--- src/rtl/pipe_stage_reg.sv ---
// Pipeline stage boundary register (e.g. IF/ID) with flush, bubble insertion and a
// one-entry capture buffer that keeps a synchronous-memory return alive across a stall.
// Optional bubble/flush performance counter: define PIPE_STAGE_PERF_EN.
// Legal STAGE range is 0..CTRL_W-2 (STAGE+1 must index the downstream stall bit).

module pipe_stage_reg #(
  parameter int unsigned        INST_W   = 32,
  parameter int unsigned        PC_W     = 32,
  parameter int unsigned        CTRL_W   = 6,
  parameter int unsigned        STAGE    = 1,
  parameter logic [INST_W-1:0]  NOP_INST = '0
) (
  input  logic              clk,
  input  logic              rst_n,
  input  logic [CTRL_W-1:0] stall,
  input  logic              flush,
  input  logic              in_valid,
  input  logic [PC_W-1:0]   pc_in,
  input  logic [INST_W-1:0] inst_in,
  input  logic              in_is_ds,
  output logic              out_valid,
  output logic [PC_W-1:0]   pc_out,
  output logic [INST_W-1:0] inst_out,
  output logic              out_is_ds,
  output logic              buf_full,
  output logic [31:0]       bubble_cnt
);

  logic stall_here;
  logic stall_down;
  logic bubble;

  assign stall_here = stall[STAGE];
  assign stall_down = stall[STAGE+1];
  // This stage stalls while downstream keeps moving: a hole must be inserted.
  assign bubble     = stall_here & ~stall_down;

  // Only two bits of the shared stall vector matter to this boundary.
  logic unused_stall;
  assign unused_stall = ^stall;

  logic              valid_q, valid_d;
  logic [PC_W-1:0]   pc_q, pc_d;
  logic [INST_W-1:0] inst_q, inst_d;
  logic              ds_q, ds_d;

  logic              buf_full_q, buf_full_d;
  logic [PC_W-1:0]   buf_pc_q, buf_pc_d;
  logic [INST_W-1:0] buf_inst_q, buf_inst_d;
  logic              buf_ds_q, buf_ds_d;

  // Next-state for the output register and the capture buffer.
  always_comb begin
    valid_d    = valid_q;
    pc_d       = pc_q;
    inst_d     = inst_q;
    ds_d       = ds_q;
    buf_full_d = buf_full_q;
    buf_pc_d   = buf_pc_q;
    buf_inst_d = buf_inst_q;
    buf_ds_d   = buf_ds_q;

    if (flush) begin
      valid_d    = 1'b0;
      pc_d       = '0;
      inst_d     = NOP_INST;
      ds_d       = 1'b0;
      buf_full_d = 1'b0;
    end else begin
      if (bubble) begin
        valid_d = 1'b0;
        pc_d    = '0;
        inst_d  = NOP_INST;
        ds_d    = 1'b0;
      end else if (!stall_here) begin
        if (buf_full_q) begin
          // Drain: the live inputs are dropped, upstream re-presents them next cycle.
          valid_d    = 1'b1;
          pc_d       = buf_pc_q;
          inst_d     = buf_inst_q;
          ds_d       = buf_ds_q;
          buf_full_d = 1'b0;
        end else begin
          valid_d = in_valid;
          pc_d    = pc_in;
          inst_d  = inst_in;
          ds_d    = in_is_ds;
        end
      end

      // Upstream holds its PC while stalled, so one entry is always enough.
      if (stall_here && in_valid && !buf_full_q) begin
        buf_full_d = 1'b1;
        buf_pc_d   = pc_in;
        buf_inst_d = inst_in;
        buf_ds_d   = in_is_ds;
      end
    end
  end

  // State registers with synchronous active-low reset.
  always_ff @(posedge clk) begin
    if (!rst_n) begin
      valid_q    <= 1'b0;
      pc_q       <= '0;
      inst_q     <= NOP_INST;
      ds_q       <= 1'b0;
      buf_full_q <= 1'b0;
      buf_pc_q   <= '0;
      buf_inst_q <= NOP_INST;
      buf_ds_q   <= 1'b0;
    end else begin
      valid_q    <= valid_d;
      pc_q       <= pc_d;
      inst_q     <= inst_d;
      ds_q       <= ds_d;
      buf_full_q <= buf_full_d;
      buf_pc_q   <= buf_pc_d;
      buf_inst_q <= buf_inst_d;
      buf_ds_q   <= buf_ds_d;
    end
  end

  assign out_valid = valid_q;
  assign pc_out    = pc_q;
  assign inst_out  = inst_q;
  assign out_is_ds = ds_q;
  assign buf_full  = buf_full_q;

`ifdef PIPE_STAGE_PERF_EN
  logic [31:0] bubble_cnt_q, bubble_cnt_d;

  // Saturating count of cycles that insert a hole (flush or bubble).
  always_comb begin
    bubble_cnt_d = bubble_cnt_q;
    if ((flush || bubble) && (bubble_cnt_q != 32'hFFFF_FFFF)) begin
      bubble_cnt_d = bubble_cnt_q + 32'd1;
    end
  end

  // Counter register.
  always_ff @(posedge clk) begin
    if (!rst_n) begin
      bubble_cnt_q <= '0;
    end else begin
      bubble_cnt_q <= bubble_cnt_d;
    end
  end

  assign bubble_cnt = bubble_cnt_q;
`else
  assign bubble_cnt = '0;
`endif

endmodule

--- config.mk ---
export PLATFORM = sky130hd
export DESIGN_NAME = pipe_stage_reg
export DESIGN_NICKNAME = d
export VERILOG_FILES = /design/src/rtl/pipe_stage_reg.sv
export SDC_FILE = /design/constraint.sdc
export NUM_CORES = 1
export LEC_CHECK = 0
export CAP_MARGIN = 0
export CORE_AREA = 4 4 122 124
export CTS_CLUSTER_SIZE = 12
export DETAILED_ROUTE_END_ITERATION = 16
export DIE_AREA = 0 0 126 128
export PLACE_DENSITY = 0.86
export SYNTH_ARGS = -nofsm -noshare
export SYNTH_HDL_FRONTEND = slang
export SYNTH_SLANG_ARGS = --single-unit
export TNS_END_PERCENT = 100
--- constraint.sdc ---
create_clock -name clk -period 1.1 [get_ports clk]
set_input_delay 0.11 -clock clk [delete_from_list [all_inputs] [get_ports clk]]
set_output_delay 0.11 -clock clk [all_outputs]
set_load 0.01 [all_outputs]
# ---- After elaboration in Yosys (flattened, before gate mapping)
# Index checks and enable logic that the tools add are counted.
dict set report classes {
  n_eq_ne 2
  n_mux 7
  bitwise 4
  reduce_logical 7
}
# cell n
set op_table {}
lappend op_table {{32-bit two-way mux} 2}
lappend op_table {{1-bit two-way mux} 5}
lappend op_table {{2-bit by 1-bit != test with 1-bit output, second input constant} 2}
lappend op_table {{2-bit AND reduction} 2}
lappend op_table {{1-bit inverter} 3}
lappend op_table {{3-bit OR reduction} 1}
lappend op_table {{1-bit logical AND} 2}
lappend op_table {{2-bit OR reduction} 1}
lappend op_table {{1-bit bitwise AND} 1}
lappend op_table {{1-bit zero test} 1}
dict set report totals {
  ff_bits 132
  input_bits 75
  output_inout_bits 99
  word_cells 28
}

# ---- Logic depth before layout (Yosys ltp)
# Gate-level depths: netlist of the first run.
dict set report depth {
  depth_word 4
  mapped_depth 6
  mapped_depth_nobuf 3
}

# ---- Worst setup path after synthesis of the first run
# OpenSTA, ideal clock, no wires.
dict set report synth_path {
  kind {register -> register}
  start {register buf_full_q (netlist: buf_full)}
  end {register inst_q[10] (netlist: inst_out[10])}
  setup_time_ns 0.118
  arrival_time_ns 1.165
  setup_slack_ns -0.183
  stages_incl_launch_ff 7
  path_buffers 3
  period_less_slack_ns 1.283
  cell_sequence {dfxtp_1 -> buf_2 -> buf_6 -> buf_6 -> mux2i_1 -> o21ai_0 -> nor2b_1}
}
dict set report synth_via {
  elab_chain_cells 1
}
# element line_no
set synth_rtl {}
lappend synth_rtl {{start: declaration} 47} ;# logic buf_full_q, buf_full_d;
lappend synth_rtl {{start signal: assignment} 117} ;# buf_full_q <= buf_full_d;
lappend synth_rtl {{32-bit two-way mux} 76} ;# if (buf_full_q) begin
lappend synth_rtl {{end signal: assignment} 115} ;# inst_q <= inst_d;
lappend synth_rtl {{end: declaration} 44} ;# logic [INST_W-1:0] inst_q, inst_d;
# No other way between the ends.
# A chain may end at the register's enable or synchronous reset.

# ---- Worst setup path in the final report of the first run
dict set report layout_path {
  start {register buf_full_q (netlist: buf_full)}
  end {register buf_pc_q[17]}
}
dict set report layout_via {
  elab_chain_cells 3
}
# element line_no
set layout_rtl {}
lappend layout_rtl {{1-bit zero test} 92} ;# if (stall_here && in_valid && !buf_full_q) begin
lappend layout_rtl {{1-bit logical AND} 92}
lappend layout_rtl {{2-bit AND reduction (no line)} -}
lappend layout_rtl {{end signal: assignment} 118} ;# buf_pc_q <= buf_pc_d;
lappend layout_rtl {{end: declaration} 48} ;# logic [PC_W-1:0] buf_pc_q, buf_pc_d;
# No other way between the ends.

==> results of run 1 <==
[repair_timing]
action,in CTS,in global routing
buffers inserted,6,3
endpoints found under the hold margin,0,0
gates resized for setup,299,97
setup endpoints to repair,192,172
pin swaps,8,4
cloned,4,7
[where the power goes]
group / internal, mW / total (mW) / leakage [nW] / switching [mW]
clock: 4.08 / 6.11 / 0.319 / 2.03
combinational: 0.682 / 1.35 / 1.67 / 0.671
sequential: 4.93 / 5.01 / 1.08 / 0.0755
total: 9.70 / 12.5 / 3.07 / 2.78
[how the worst min path moves through the flow]
| stage | start | endpoint | slack, ns | depth (start not counted) |
|---|---|---|---|---|
| 6_report | rst_n | buf_pc_q[30] | 0.04 | 3 |
| 5_1_grt | rst_n | buf_full | 0.03 | 2 |
| 4_1_cts | rst_n | buf_pc_q[30] | 0.03 | 3 |
| 3_5_place_dp | buf_pc_q[3] | buf_pc_q[3] | 0.44 | 2 |
| 3_3_place_gp | buf_pc_q[7] | buf_pc_q[7] | 0.43 | 2 |
| 2_1_floorplan | flush | buf_full | 0.18 | 1 |
[per-stage QoR]
| step | utilization | instance area [µm²] | TNS (ns) | worst slack, ns | hold WS [ns] |
|---|---|---|---|---|---|
| after detailed placement | 0.525 | 7230 | -36.27 | -0.410 | 0.441 |
| final | 0.595 | 8200 | -16.02 | -0.220 | 0.0365 |
| after global routing | 0.595 | 8200 | -23.43 | -0.249 | 0.0348 |
| after floorplan | - | 5970 | -14.15 | -0.123 | 0.178 |
| after global placement | 0.525 | 7230 | -30.81 | -0.342 | 0.435 |
| after CTS | 0.583 | 8030 | -15.17 | -0.189 | 0.0269 |
[critical path, cell delays in order (launching register included)]
cell      delay, ns
dfxtp_4        0.37
and4bb_4       0.37
buf_12         0.24
nand3_1        0.12
o21ai_0        0.12
[synthesized netlist by cell type]
master,number
nor4bb_1,1
and4bb_4,1
clkbuf_2,1
o21ai_1,8
conb_1,1
o21ai_0,123
mux2i_1,65
buf_2,20
dfxtp_1,132
nand2_1,131
nor2b_1,66
buf_6,13
clkbuf_1,24
nand3_1,65
nor2_1,1
buf_1,1
nand2b_1,1
buf_4,32
nand3b_1,1
[cell type report]
cell class	instances	area, µm²	share of cell area
Clock buffer	23	498	0.0607
Clock inverter	9	148	0.0180
Multi-Input combinational cell	495	2880	0.351
Sequential cell	132	2670	0.326
Tap cell	180	225	0.0275
Timing Repair Buffer	178	1780	0.217
[sequential cells by signal (all words and copies together) (netlist names)]
signal / count
buf_ds_q: 1
buf_inst_q: 32
out_is_ds: 1
buf_full: 1
pc_out: 32
inst_out: 32
out_valid: 1
buf_pc_q: 32
[layer usage]
layer | GRT usage | vias up | routed length (µm)
li1 | - | 2522 | -
met3 | 0.0438 | 40 | 752
met1 | 0.205 | 2282 | 6430
met2 | 0.316 | 146 | 7780
met4 | 0.0909 | 0 | 528
met5 | 0 | - | 0
[cell families after synthesis]
| logic type | synth area share |
|---|---|
| flip-flops | 0.455 |
| buffers and inverters | 0.101 |
| AO/OA/AOI/OAI | 0.113 |
| AND/OR/NAND/NOR | 0.219 |
| other | 0.000645 |
| multiplexers | 0.112 |
==> results.yml, run 1 <==
outcome:
  outcome: "complete, but fails checks"
  violations: "setup timing"
synth:
  ys_seq_area_frac: 0.455
  syn_area_per_cell_um2: 8.46
  synth_cell_types: 19
  synth_seq_cells: 132
  synthTopCellsByArea: "dfxtp_1, mux2i_1, o21ai_0"
  synth_top_cell_area_share: 0.455
  netlist_area_um2: 5810
  syn_inst: 687
  yosysWarnings: 0
  netlist.top_cell.by_area: "dfxtp_1"
hold_path:
  hold_path.class: "in -> reg"
detailed_routing:
  dr.first_iter.drc_count: 287
  vias_per_cell: 4.91
  drt-total-wl_um: 15500
  ant_nets: 0
  dr.pass1.iters: 4
  vias: 4990
  avgRoutedWirePerCell_um: 15.2
  drc: 0
clock_tree:
  tritoncts: "done"
  cts_buffer_depth: 2
  cts.clk_slew.worst_paths_ns: 0.06
  htreeDepth: 4
  cts_hold_buf: 0
  cts_buffers: 17
  clockRootBuffer: "clkbuf_16"
  clk_latency_ns: 0.41
  cts.sinks: 132
timing:
  fmax_mhz: 758
  min_period_ns: 1.32
  worst_slack_ns: -0.220
  min_period_over_period: 1.20
  finalMaxSlewViolations: 0
  skew_ns: 0.00604
  rsz0062_at_grt: "yes"
  hold_viol: 0
  setup_viol: 131
floorplanning:
  dieHeight_um: 128
  fp.dieW_um: 126
  rows: 43
  core_um2: 13800
  die_area_um2: 16100
  io_pins: 174
  start_util: 0.422
setup_path:
  worstPathRequired_ns: 1.41
  crit_type: "reg -> reg"
  end_kind: "flop"
  critPathLaunchType: "flop"
  reg2reg_slack_ns: -0.22
  worstSetupEndpoint: "buf_pc_q[17]"
  startpoint: "buf_full"
  r2r-end: "buf_pc_q[17]"
  r2r_start: "buf_full"
  critPathMaxFanout: 54
  arrival_ns: 1.63
  reg2regPathDepth: 4
global_route:
  grt_max_degree: 56
  antenna_found_initial: 0
  grt_first_pass_wirelength_um: 23600
  grt_usage: 0.180
  overflow: 0
  grt_pass1_vias: 4845
job:
  maxCapViolCount: 0
cells_and_area:
  nFillCells: 1188
  final_common_cell: "nand2_1"
  antenna_cells: 0
  final_cell_count_no_fill: 1017
  finalNetCount: 899
  syn_to_final_growth_pct: 41.1
  drive_above_1_share: 0.238
  layout_common_cells: "nand2_1, dfxtp_1, o21ai_1"
placed_design:
  dp.cells: 966
  port_buffers: 137
  place_hpwl_um: 9290
  globalplace.congestion: 0.776
power_and_ir_drop:
  power.density_nw_per_um2: 1520
  p_total_mw: 12.5
  p_leak_nw: 3.07
  vdd_drop_max_uv: 956
(Power assumes the default switching activity.)
==> inputs of run 2 (changes only) <==
--- a/config.mk
+++ b/config.mk
@@ -5,7 +5,7 @@
 export SDC_FILE = /design/constraint.sdc
 export NUM_CORES = 1
 export LEC_CHECK = 0
-export CAP_MARGIN = 0
+export CAP_MARGIN = 20
 export CORE_AREA = 4 4 122 124
 export CTS_CLUSTER_SIZE = 12
 export DETAILED_ROUTE_END_ITERATION = 16
==> results of run 2 <==
The final DEF is identical to that of run 1; final timing and power are the same.
==> inputs of run 3 (changes only) <==
--- a/config.mk
+++ b/config.mk
@@ -10,6 +10,7 @@
 export CTS_CLUSTER_SIZE = 12
 export DETAILED_ROUTE_END_ITERATION = 16
 export DIE_AREA = 0 0 126 128
+export GPL_TIMING_DRIVEN = 1
 export PLACE_DENSITY = 0.86
 export SYNTH_ARGS = -nofsm -noshare
 export SYNTH_HDL_FRONTEND = slang
==> results of run 3 <==
The final DEF is identical to that of run 1; final timing and power are the same.
